`src/rtl/receiver_pkg.sv`:
```
// Shared definitions for the 8N1 serial receiver: FSM state encoding,
// frame constants and bit-timing helpers.
package receiver_pkg;

    typedef enum logic [1:0] {
        IDLE  = 2'd0,
        START = 2'd1,
        DATA  = 2'd2,
        STOP  = 2'd3
    } state_t;

    localparam int   DATA_BITS  = 8;
    localparam logic STOP_LEVEL = 1'b1;

    // Full bit period in clocks for a given bit-rate value.
    function automatic logic [15:0] period_of(input logic [15:0] rate);
        return rate + 16'd3;
    endfunction

    // Half bit period in clocks, used to land on the middle of the start bit.
    function automatic logic [15:0] half_of(input logic [15:0] rate);
        return period_of(rate) >> 1;
    endfunction

endpackage

```
`src/rtl/receiver_rx_sync.sv`:
```
// Two-flop synchroniser for the asynchronous rx line, plus a registered
// copy of the synchronised value so a clean falling-edge strobe is available.
module rx_sync
    import receiver_pkg::*;
(
    input  logic clk,
    input  logic res,
    input  logic rx,
    output logic rxs,
    output logic fall
);

    logic meta;
    logic prev;

    // Synchroniser chain and previous-value register, all idling high like the line.
    always_ff @(posedge clk or negedge res) begin
        if (!res) begin
            meta <= 1'b1;
            rxs  <= 1'b1;
            prev <= 1'b1;
        end else begin
            meta <= rx;
            rxs  <= meta;
            prev <= rxs;
        end
    end

    assign fall = prev & ~rxs;

endmodule

```
`src/rtl/receiver.sv`:
```
// 8N1 serial byte receiver: finds the start bit, samples every bit at
// mid-period, holds good bytes with a level ready flag and pulses framing
// and overrun errors for one clock.
module receiver
    import receiver_pkg::*;
#(
    parameter logic [15:0] BIT_RATE_VAL = 16'h01B0
) (
    input  logic       clk,
    input  logic       res,
    input  logic       rx,
    input  logic       rd,
    output logic [7:0] dout,
    output logic       drdy,
    output logic       ferr,
    output logic       ovr
);

    localparam logic [15:0] PERIOD_LOAD = period_of(BIT_RATE_VAL) - 16'd1;
    localparam logic [15:0] HALF_LOAD   = half_of(BIT_RATE_VAL) - 16'd1;
    localparam logic [2:0]  LAST_BIT    = 3'(DATA_BITS - 1);

    logic        rxs;
    logic        fall;

    state_t      state;
    state_t      state_nxt;
    logic [15:0] cnt;
    logic [15:0] cnt_nxt;
    logic [2:0]  bit_idx;
    logic [2:0]  bit_idx_nxt;
    logic [7:0]  shift;
    logic [7:0]  shift_nxt;
    logic [7:0]  dout_nxt;
    logic        drdy_nxt;
    logic        ferr_nxt;
    logic        ovr_nxt;
    logic        cnt_zero;

    rx_sync u_sync (
        .clk  (clk),
        .res  (res),
        .rx   (rx),
        .rxs  (rxs),
        .fall (fall)
    );

    assign cnt_zero = (cnt == 16'd0);

    // State, timing and output registers; reset aborts any frame in progress.
    always_ff @(posedge clk or negedge res) begin
        if (!res) begin
            state   <= IDLE;
            cnt     <= 16'd0;
            bit_idx <= 3'd0;
            shift   <= 8'h00;
            dout    <= 8'h00;
            drdy    <= 1'b0;
            ferr    <= 1'b0;
            ovr     <= 1'b0;
        end else begin
            state   <= state_nxt;
            cnt     <= cnt_nxt;
            bit_idx <= bit_idx_nxt;
            shift   <= shift_nxt;
            dout    <= dout_nxt;
            drdy    <= drdy_nxt;
            ferr    <= ferr_nxt;
            ovr     <= ovr_nxt;
        end
    end

    // Frame sequencing: counts down to each mid-bit sample point and decides what the sample means.
    always_comb begin
        state_nxt   = state;
        cnt_nxt     = cnt_zero ? cnt : cnt - 16'd1;
        bit_idx_nxt = bit_idx;
        shift_nxt   = shift;
        dout_nxt    = dout;
        drdy_nxt    = drdy & ~rd;
        ferr_nxt    = 1'b0;
        ovr_nxt     = 1'b0;

        case (state)
            IDLE: begin
                if (fall) begin
                    cnt_nxt   = HALF_LOAD;
                    state_nxt = START;
                end
            end

            START: begin
                if (cnt_zero) begin
                    if (rxs == 1'b0) begin
                        cnt_nxt     = PERIOD_LOAD;
                        bit_idx_nxt = 3'd0;
                        state_nxt   = DATA;
                    end else begin
                        state_nxt = IDLE;
                    end
                end
            end

            DATA: begin
                if (cnt_zero) begin
                    shift_nxt = {rxs, shift[7:1]};
                    cnt_nxt   = PERIOD_LOAD;
                    if (bit_idx == LAST_BIT) begin
                        state_nxt = STOP;
                    end else begin
                        bit_idx_nxt = bit_idx + 3'd1;
                    end
                end
            end

            STOP: begin
                if (cnt_zero) begin
                    state_nxt = IDLE;
                    if (rxs == STOP_LEVEL) begin
                        dout_nxt = shift;
                        drdy_nxt = 1'b1;
                        ovr_nxt  = drdy & ~rd;
                    end else begin
                        ferr_nxt = 1'b1;
                    end
                end
            end

            default: begin
                state_nxt = IDLE;
            end
        endcase
    end

endmodule

```
`config.mk`:
```
export PLATFORM = sky130hd
export DESIGN_NAME = receiver
export DESIGN_NICKNAME = d
export VERILOG_FILES = /design/src/rtl/receiver_pkg.sv /design/src/rtl/receiver_rx_sync.sv /design/src/rtl/receiver.sv
export SDC_FILE = /design/constraint.sdc
export NUM_CORES = 1
export LEC_CHECK = 0
export ABC_AREA = 1
export BUFFER_PORTS_ARGS = -buffer_cell sky130_fd_sc_hd__buf_4
export CAP_MARGIN = 10
export CORE_UTILIZATION = 64
export CTS_CLUSTER_SIZE = 28
export DETAILED_ROUTE_END_ITERATION = 8
export PLACE_DENSITY = 0.84
export SYNTH_ARGS = -nofsm -noshare
export SYNTH_HDL_FRONTEND = slang
export SYNTH_SLANG_ARGS = --single-unit
```
`constraint.sdc`:
```
create_clock -name clk -period 4.1 [get_ports clk]
set_input_delay 0.205 -clock clk [delete_from_list [all_inputs] [get_ports clk]]
set_output_delay 0.205 -clock clk [all_outputs]
set_load 0.02 [all_outputs]
```
* Yosys cells after proc, flatten, opt, wreduce, memory -nomap -nowiden
Cells that the tools add are included. W data, S select, Z words.
Storage, ports and cells: bits in read-only memories 0, bits in latches 0, memories 0, logic and storage cells 62, flip-flop bits (word level) 43, input bits 4, memory bits (writable) 0
Operators by class: $lt $le $gt $ge 0, multiplexer cells 27, bitwise gates (word level) 4, equal/unequal tests 11, add/sub/neg operators 2, $mul 0, shift operators 0, divide/modulo/power cells 0, reduce and logical (&&, ||, !) cells 7
Operators by type and width (number):
- $mux W16 | 5
- $pmux W16 S3 | 1
- $logic_not A16 Y1 | 1
- $sub A16 B1 Y16 const B | 1
- $ne A2 B2 Y1 const B | 7
- $mux W2 | 6
- $mux W3 | 4
- $reduce_and A5 Y1 | 2
- $mux W1 | 9
- $pmux W2 S4 | 1
- $pmux W3 S2 | 1
- $eq A2 B2 Y1 const B | 2
- $add A3 B1 Y3 const B | 1
- $eq A3 B3 Y1 const B | 1
- $reduce_and A3 Y1 | 1
- $and A1 B1 Y1 | 2
- $eq A2 B1 Y1 const B | 1
- $logic_not A2 Y1 | 1
- $not A1 Y1 | 2
- $reduce_and A2 Y1 | 1
- $reduce_bool A2 Y1 | 1

* Logic depth before layout (Yosys ltp)
Gate-level depths: netlist of run 1.
depth after elaboration 5, mapped depth 11, gate-level depth less buffers 11

* By module
From an unflattened synthesis of run 1, not the netlist that was laid out.
Unflattened totals: cells, all modules 252, area total of the unflattened synthesis 2285.9 um^2
By module, submodules not included:
- receiver | times used 1, sequential area each 1001.0 um^2, cells an instance 247, area each 2197.1 um^2
- rx_sync | times used 1, sequential area each 78.8 um^2, cells an instance 5, area each 88.8 um^2

* Worst setup path before layout of run 1
No wires, ideal clock.
path type register to register, start point register cnt[0], end point register cnt[0], slack 2202 ps, buffers on the path 1, clock period less this slack 1898 ps, stages on the path, launching flop included 10, required time 4032 ps, data arrival time 1830 ps, cell sequence dfrtp_1 > inv_1 > ha_1 > nand2_1 > nor2_2 > nand2_4 > buf_4 > ha_1 > or2_2 > nand3_1
On the way: word-level cells in the longest chain between the ends 5, elaborated cells on any way between the ends 8, classes of those cells add/sub (1); mux (6); reduce/logical (1)
Ends and longest elaborated chain:
- start, declared | RTL line receiver.sv:28 | logic [15:0] cnt;
- start signal, assigned | RTL line receiver.sv:63 | cnt <= cnt_nxt;
- $sub A16 B1 Y16 or $logic_not A16 Y1 (tied branches) | RTL line receiver.sv:76, receiver.sv:48
- $mux W16 | RTL line receiver.sv:76 | cnt_nxt = cnt_zero ? cnt : cnt - 16'd1;
- $mux W16 | RTL line receiver.sv:94 | if (rxs == 1'b0) begin
- $mux W16 | RTL line receiver.sv:93 | if (cnt_zero) begin
- $pmux W16 S3 (*) | RTL line receiver.sv:84 | case (state)
- named net cnt_nxt[0] | RTL line receiver.sv:29 | logic [15:0] cnt_nxt;
The timed path passes the listed nets; every way through them passes the cells marked *. A chain may end at the register's enable or synchronous reset.

* Worst setup path after layout of run 1
start point register cnt[0], end point register shift[6]
On the way: word-level cells in the longest chain between the ends 2
Ends and longest elaborated chain:
- $logic_not A16 Y1 | RTL line receiver.sv:48 | assign cnt_zero = (cnt == 16'd0);
- $reduce_and A2 Y1 (no line)
- end signal, assigned | RTL line receiver.sv:65 | shift <= shift_nxt;
- end, declared | RTL line receiver.sv:32 | logic [7:0] shift;
Every way passes these cells.

==> summary.txt, run 1 <==
Die
  • Site Rows: 20
  • Chip width: 60.6 µm
  • Starting Density: 0.698
  • I/O pin count: 15
  • CORE AREA: 3150 µm²
  • Chip Height: 60.6 µm
  • Die footprint: 3680 µm²

Worst setup path
  • Max stage delay cell, worst path: nor2_2
  • Worst path bufs/invs: 1
  • R2R Path End: shift[6]
  • Slowest cell delay on critical path: 0.57 ns
  • Crit-path leading delay family: simple AND/OR/NAND/NOR gates
  • Crit-path cells: inv_1 -> ha_1 -> nand2_1 -> nor2_2 -> nand2_4 -> nor2_2 -> o21ai_0
  • WS Path Type: reg2reg
  • Critical Path RT: between 4 and 5 ns
  • Worst r2r path cells: 7
  • Reg2reg setup slack: ~2.0 ns
  • R2R Path Start: cnt[0]
  • CP most frequent cell: nor2_2
  • Crit Path Max Fanout: 20
  • Worst Setup End Kind: flip-flop
  • Crit path launch type: flip-flop
  • CP arrival: 2.34 ns

Synthesis
  • Number of synthesized flops with an enable pin: 0
  • Netlist cell types: 30
  • Mean Syn Cell Area: ~8.4 µm²
  • Gate Count Post-Synth: 262
  • Synth top cells by count: nand2_1, dfrtp_1, nor2_1
  • Largest area contributor in the netlist: dfrtp_1
  • Top post-synthesis cells by area: dfrtp_1, nand2_1, nor2_1
  • Synth Flop Type: dfrtp_1
  • Syn. warnings: 0
  • Yosys reg bits: 43
  • Sequential share of the synthesized area: 0.491
  • Syn Std Cell Area: about 2200 µm²
  • Top cell type's share of synthesized area: 0.455
  • Syn nets: 270
  • Most common cell in the netlist: nand2_1
  • Post-synth ARST share: 1.00

GRT
  • GRT Util Overall: 0.263
  • First-pass GRT wire length: a little over 7000 µm
  • Largest net degree at the start of global routing: 44
  • Grt total ovfl: 0
  • Vias in the first global route: 1657
  • Antenna violations before repair: 0

Routing
  • Routed WL: 4050 µm
  • DR WL/cell: ~12 µm
  • DR vias: 1743
  • Initial DRC Count: 130
  • DRC Markers: 0
  • Routed Antenna Nets: 0
  • DR pass1 iterations: 5
  • Vias/cell: 5.35

Clock network
  • Post-CTS setup buffers: 0
  • CTS Buf Count: 5
  • CTS Root Cell: clkbuf_4
  • CTS Buffer Depth: 2
  • Clk pin slew, worst setup/hold paths: approximately 0.13 ns
  • Worst skew pair latency: 0.35 ns
  • CTS H-tree depth: 2
  • CTS tree: built
  • Clock sinks: 43

Timing
  • Slew @ Worst Pin: 0.686 ns
  • Final period util: 0.523
  • Max Clk Rate: approximately 470 MHz
  • Max Slew Vio Count: 0
  • Fin crit period: approximately 2.1 ns
  • Setup tns final: 0 ns
  • Setup Viol. Count Final: 0
  • Final Hold Viols: 0
  • RSZ-0062 raised after global routing: no
  • Final Skew: 0.0125 ns
  • Slew margin rel.: 0.542

Run status
  • Status: completed

Power and ir drop
  • Leakage: 0.00120 µW
  • Overall Power: 1280 µW
  • Worst VDD drop: 0.379 mV
  • Pwr Density: ~530 nW/µm²

Min path
  • Hold EP: ovr
  • Hold Path Stages: 4
  • HP Start: rd
  • Hold Path Class: in2reg

Final layout
  • Share of cells above drive strength 1: 0.177
  • Nets: slightly below 300
  • Antenna diodes: 0
  • Area grow syn2layout: 10.3%

Placement
  • Routability congestion estimate: 0.920
  • Buffers on Ports: 14
  • Post-DP HPWL: 2910 µm

Job
  • Max-cap viol count: 0
## layout make-up
cell class / instances / area [µm²]
flip-flops and latches: 43 / 1080
clock buffers: 6 / 41.3
well taps: 44 / 55.1
inverters: 29 / 114
clock inverters: 2 / 37.5
multi-input cells: 186 / 976
repair buffers: 16 / 125
fillers: 228 / 724
## how the worst max path moves through the flow
stage | startpoint | end | slack, ns | cells after the start
2_1_floorplan | cnt[0] | cnt[0] | 2.20 | 9
3_3_place_gp | cnt[0] | bit_idx[0] | 2.18 | 8
3_5_place_dp | cnt[0] | shift[6] | 2.01 | 7
4_1_cts | cnt[0] | shift[6] | 1.96 | 8
5_1_grt | cnt[0] | shift[0] | 1.74 | 8
6_report | cnt[0] | shift[6] | 1.95 | 7
## routing by layer
layer / vias up / track usage / share of wire
met1: 808 / 0.344 / 0.44
met2: 47 / 0.416 / 0.50
met4: 0 / 0.114 / 0.022
met3: 12 / 0.0682 / 0.040
met5: - / 0 / 0
li1: 876 / - / -
## power by group
group | switching [µW] | internal, µW | total, µW | leakage, µW
Sequential | 74.0 | 492 | 566 | 0.000564
Clock | 132 | 129 | 261 | 0.0000385
Combinational | 290 | 158 | 449 | 0.000593
Total | 496 | 779 | 1280 | 0.00120
## cells in the final DEF, fill, tap and decap left out, types with 8 or more instances in the layout
cell type	count
nand2_1	72
dfrtp_1	40
nor2_1	34
inv_1	26
nand3_1	15
buf_4	14
o21ai_2	10
o21ai_0	9
xor2_1	8
## kinds of logic (layout without fill, tap and decap cells)
logic type,Yosys count,in the layout,share of synthesized area
AO/OA/AOI/OAI,31,31,0.0966
XOR/XNOR,9,9,0.0358
adder cells (fa/ha/maj),4,4,0.0227
buffers and inverters,33,53,0.0659
flip-flops,43,43,0.491
AND/OR/NAND/NOR,142,142,0.288
## repair_timing
| item | in CTS | in global routing |
|---|---|---|
| resized for setup | 0 | 0 |
| hold endpoints to repair | 41 | 0 |
| hold buffers | 2 | 0 |
## state kept, by name, indices dropped and copies added (netlist names), named ones only
register and flops:
ovr 1, u_sync.rxs 1, state 1, dout 8, ferr 1, drdy 1, u_sync.prev 1, u_sync.meta 1
bit_idx 3, cnt 16, shift 8
## through the flow
| step | cell area, µm² | setup WS (ns) | hold WS (ns) | instances | utilization |
|---|---|---|---|---|---|
| after floorplan | 2200 | 2.20 | -0.0906 | 262 | - |
| after global placement | 2330 | 2.18 | 0.214 | 316 | 0.739 |
| after detailed placement | 2330 | 2.01 | 0.215 | 316 | 0.739 |
| after CTS | 2430 | 1.96 | 0.0941 | 326 | 0.770 |
| after global routing | 2430 | 1.74 | 0.0801 | 326 | 0.770 |
| final | 2430 | 1.95 | 0.0995 | 326 | 0.770 |
## worst min-delay path, stage by stage
cell     delay (ns)
buf_4          0.08
inv_1          0.03
nand2_1        0.08
nor2_2         0.04
(Power assumes the default switching activity.)
==> run 2, diff against run 1 <==
--- a/config.mk
+++ b/config.mk
@@ -8,10 +8,10 @@
 export ABC_AREA = 1
 export BUFFER_PORTS_ARGS = -buffer_cell sky130_fd_sc_hd__buf_4
 export CAP_MARGIN = 10
-export CORE_UTILIZATION = 64
+export CORE_UTILIZATION = 54
 export CTS_CLUSTER_SIZE = 28
 export DETAILED_ROUTE_END_ITERATION = 8
-export PLACE_DENSITY = 0.84
+export PLACE_DENSITY = 0.75
 export SYNTH_ARGS = -nofsm -noshare
 export SYNTH_HDL_FRONTEND = slang
 export SYNTH_SLANG_ARGS = --single-unit
==> constraint.sdc (replaced) <==
create_clock -name clk -period 1.7 [get_ports clk]
set_input_delay 0.085 -clock clk [delete_from_list [all_inputs] [get_ports clk]]
set_output_delay 0.085 -clock clk [all_outputs]
set_load 0.02 [all_outputs]
==> run 2 against run 1 <==
Net effect: flip-flop and latch count unchanged; register-to-register slack worse by 1.9 ns; routed wire length rose by 12%; clock-buffer cell count down 1; final area rose by 9.8%; sequential power is 140% higher; clock power rose to 3.0 times the previous value; via count is 6.6% higher; worst setup slack lost 1.9 ns.
==> summary.txt, run 2 (same netlist as run 1, synthesis figures left out) <==
Power and ir drop
  • Worst VDD drop: 0.715 mV (+89%)
  • Pwr Density: 1310 nW/µm² (+150%)
  • Clock Power Share: 0.224 (+0.020)
  • Reg power frac: 0.392 (-0.052)
  • Leakage: 0.00130 µW (+8.9%)
  • Psw: 1350 µW (+170%)
  • Sw Ratio: 0.385 (-0.00452)
  • P_int: 2160 µW (+180%)
  • Combinational power share: 0.384 (+0.032)

Timing
  • Setup Viol. Count Final: 0 (unchanged)
  • Final Skew: 0.00710 ns (-0.00541 ns)
  • RSZ-0062 raised after global routing: yes
  • Setup tns final: 0 ns (unchanged)
  • Final Hold Viols: 0 (unchanged)
  • Final period util: 0.960 (+0.436)
  • Max Slew Vio Count: 0 (unchanged)
  • Max Clk Rate: 613 MHz (+32%)
  • Slew @ Worst Pin: 0.517 ns (-0.169 ns)
  • Slew margin rel.: 0.655 (+0.113)
  • Fin crit period: 1.63 ns (-0.514 ns)

Clock network
  • CTS H-tree depth: 2 (unchanged)
  • CTS Buffer Depth: 2 (unchanged)
  • Clock sinks: 43 (unchanged)
  • CTS Buf Count: 5 (unchanged)
  • Worst skew pair latency: 0.30 ns (-0.05 ns)
  • CTS Root Cell: clkbuf_8
  • CTS tree: built
  • Clk pin slew, worst setup/hold paths: 0.08 ns (-0.05 ns)

Min path
  • Hold Path Stages: 4 (unchanged)
  • Hold EP: ovr
  • Hold Path Class: in2reg
  • HP Start: rd

Placement
  • Buffers on Ports: 14 (unchanged)
  • Total placed cells including tap cells: 327 (+3.5%)
  • Post-DP HPWL: 3060 µm (+5.3%)
  • Routability congestion estimate: 0.968 (+5.2%)

Routing
  • DR WL/cell: 13.2 µm (+5.9%)
  • Routed Antenna Nets: 0 (unchanged)
  • DR pass1 iterations: 5 (unchanged)
  • DR vias: 1858 (+6.6%)
  • Initial DRC Count: 114 (-12%)
  • DRC Markers: 0 (unchanged)
  • Routed WL: 4560 µm (+12%)
  • Vias/cell: 5.37 (+0.44%)

Die
  • Chip Height: 65.8 µm (+8.6%)
  • Chip width: 65.8 µm (+8.6%)
  • I/O pin count: 15 (unchanged)
  • Starting Density: 0.584 (-0.114)
  • Site Rows: 22 (+10%)
  • CORE AREA: 3770 µm² (+20%)
  • Die footprint: 4330 µm² (+18%)

Final layout
  • Nets: 305 (+5.5%)
  • Reg with most FFs: cnt
  • Largest regs: cnt: 16 flops, dout: 8 flops, shift: 8 flops
  • Filler cells: 276 (+21%)
  • Finished Layout Cells: 346 (+6.1%)
  • Commonest non-fill, non-tap cell in the layout: nand2_1
  • Share of cells above drive strength 1: 0.255 (+0.0777)
  • Largest register FFs: 16 (unchanged)
  • Area grow syn2layout: 21.2%
  • Final core occ: 0.707 (-0.0629)
  • Commonest non-fill, non-tap cells in the layout: nand2_1, dfrtp_1, nor2_1, buf_4, inv_1
  • Antenna diodes: 0 (unchanged)

Worst setup path
  • Crit Path Max Fanout: 8 (-60%)
  • Reg2reg setup slack: 0.07 ns (-1.89 ns)
  • Critical Path RT: 1.88 ns (-2.42 ns)
  • CP arrival: 1.81 ns (-0.53 ns)
  • Worst Setup End Kind: flip-flop
  • Crit path launch type: flip-flop
  • WS Path Type: reg2reg
  • Worst r2r path cells: 8 (+1)
  • R2R Path End: cnt[9]
  • R2R Path Start: cnt[6]

GRT
  • GRT Util Overall: 0.238 (-0.0242)
  • Largest net degree at the start of global routing: 44 (unchanged)
  • Vias in the first global route: 1700 (+2.6%)
  • Grt total ovfl: 0 (unchanged)
  • First-pass GRT wire length: 7660 µm (+8.1%)
  • Antenna violations before repair: 0 (unchanged)

Job
  • Max-cap viol count: 0 (unchanged)

Run status
  • Status: completed
run 2: changes by cell type in the layout (fill, tap and decap cells not counted), sizes merged:
| cell | previous run | this run |
|---|---|---|
| clkinvlp | 1 | 0 |
| clkinv | 0 | 2 |
| buf | 14 | 28 |
| nand3 | 16 | 17 |
| nand2 | 74 | 75 |
| clkbuf | 6 | 5 |
run 2: power groups by stage:
stage | Combinational (µW) | Clock [µW] | Sequential [µW]
after floorplan | 928 | 0 | 1340
after global routing | 1520 | 851 | 1390
after global placement | 1180 | 0 | 1370
after detailed placement | 1200 | 0 | 1370
final | 1340 | 786 | 1370
after CTS | 1210 | 805 | 1360
run 2: metal layers:
layer,routed length [µm],GRT usage,vias to the layer above
met5,0,0,-
met1,2010,0.308,878
li1,-,-,909
met2,2230,0.386,59
met4,119,0.106,0
met3,199,0.0466,12
run 2: final cells by class:
cell class | count | area, µm² | area share
multi-input cells | 188 | 1060 | 0.396
clock buffers | 5 | 68.8 | 0.0258
flip-flops and latches | 43 | 1080 | 0.405
inverters | 29 | 114 | 0.0427
clock inverters | 3 | 43.8 | 0.0164
repair buffers | 30 | 243 | 0.0910
well taps | 48 | 60.1 | 0.0225
run 2: per-stage QoR:
step,worst slack [ns],hold WS [ns],instance area [µm²],power (µW)
6_report,0.0685,0.0585,2670,3500
5_1_grt,-0.0245,0.0748,2670,3760
4_1_cts,0.0512,0.0473,2570,3370
3_5_place_dp,0.0660,0.102,2440,2570
3_3_place_gp,0.0970,0.103,2440,2550
2_1_floorplan,0.0296,-0.211,2240,2270
run 2: worst max path at each step:
stage / startpoint / endpoint / slack [ns] / cells past startpoint
finish: cnt[6] / cnt[9] / 0.07 / 8
global route: cnt[0] / cnt[1] / -0.02 / 12
CTS: cnt[1] / cnt[0] / 0.05 / 8
detailed placement: cnt[1] / dout[4] / 0.07 / 9
global placement: cnt[1] / cnt[0] / 0.1 / 8
floorplan: cnt[0] / cnt[0] / 0.03 / 9
run 2: critical path, cell delays in order, from the launching register on:
cell and delay, ns:
dfrtp_1 0.44, nor2_2 0.18, nand2_2 0.08, nor2_4 0.17, nand2_4 0.12, inv_6 0.10, o21ai_4 0.06, a21oi_4 0.27
nor2_1 0.09
run 2: repair_timing:
action                     in CTS  in global routing
hold buffers                    2                  0
hold endpoints to repair       41                  0
setup endpoints to repair       0                 13
gates resized for setup         0                  8
setup buffers                   0                  7
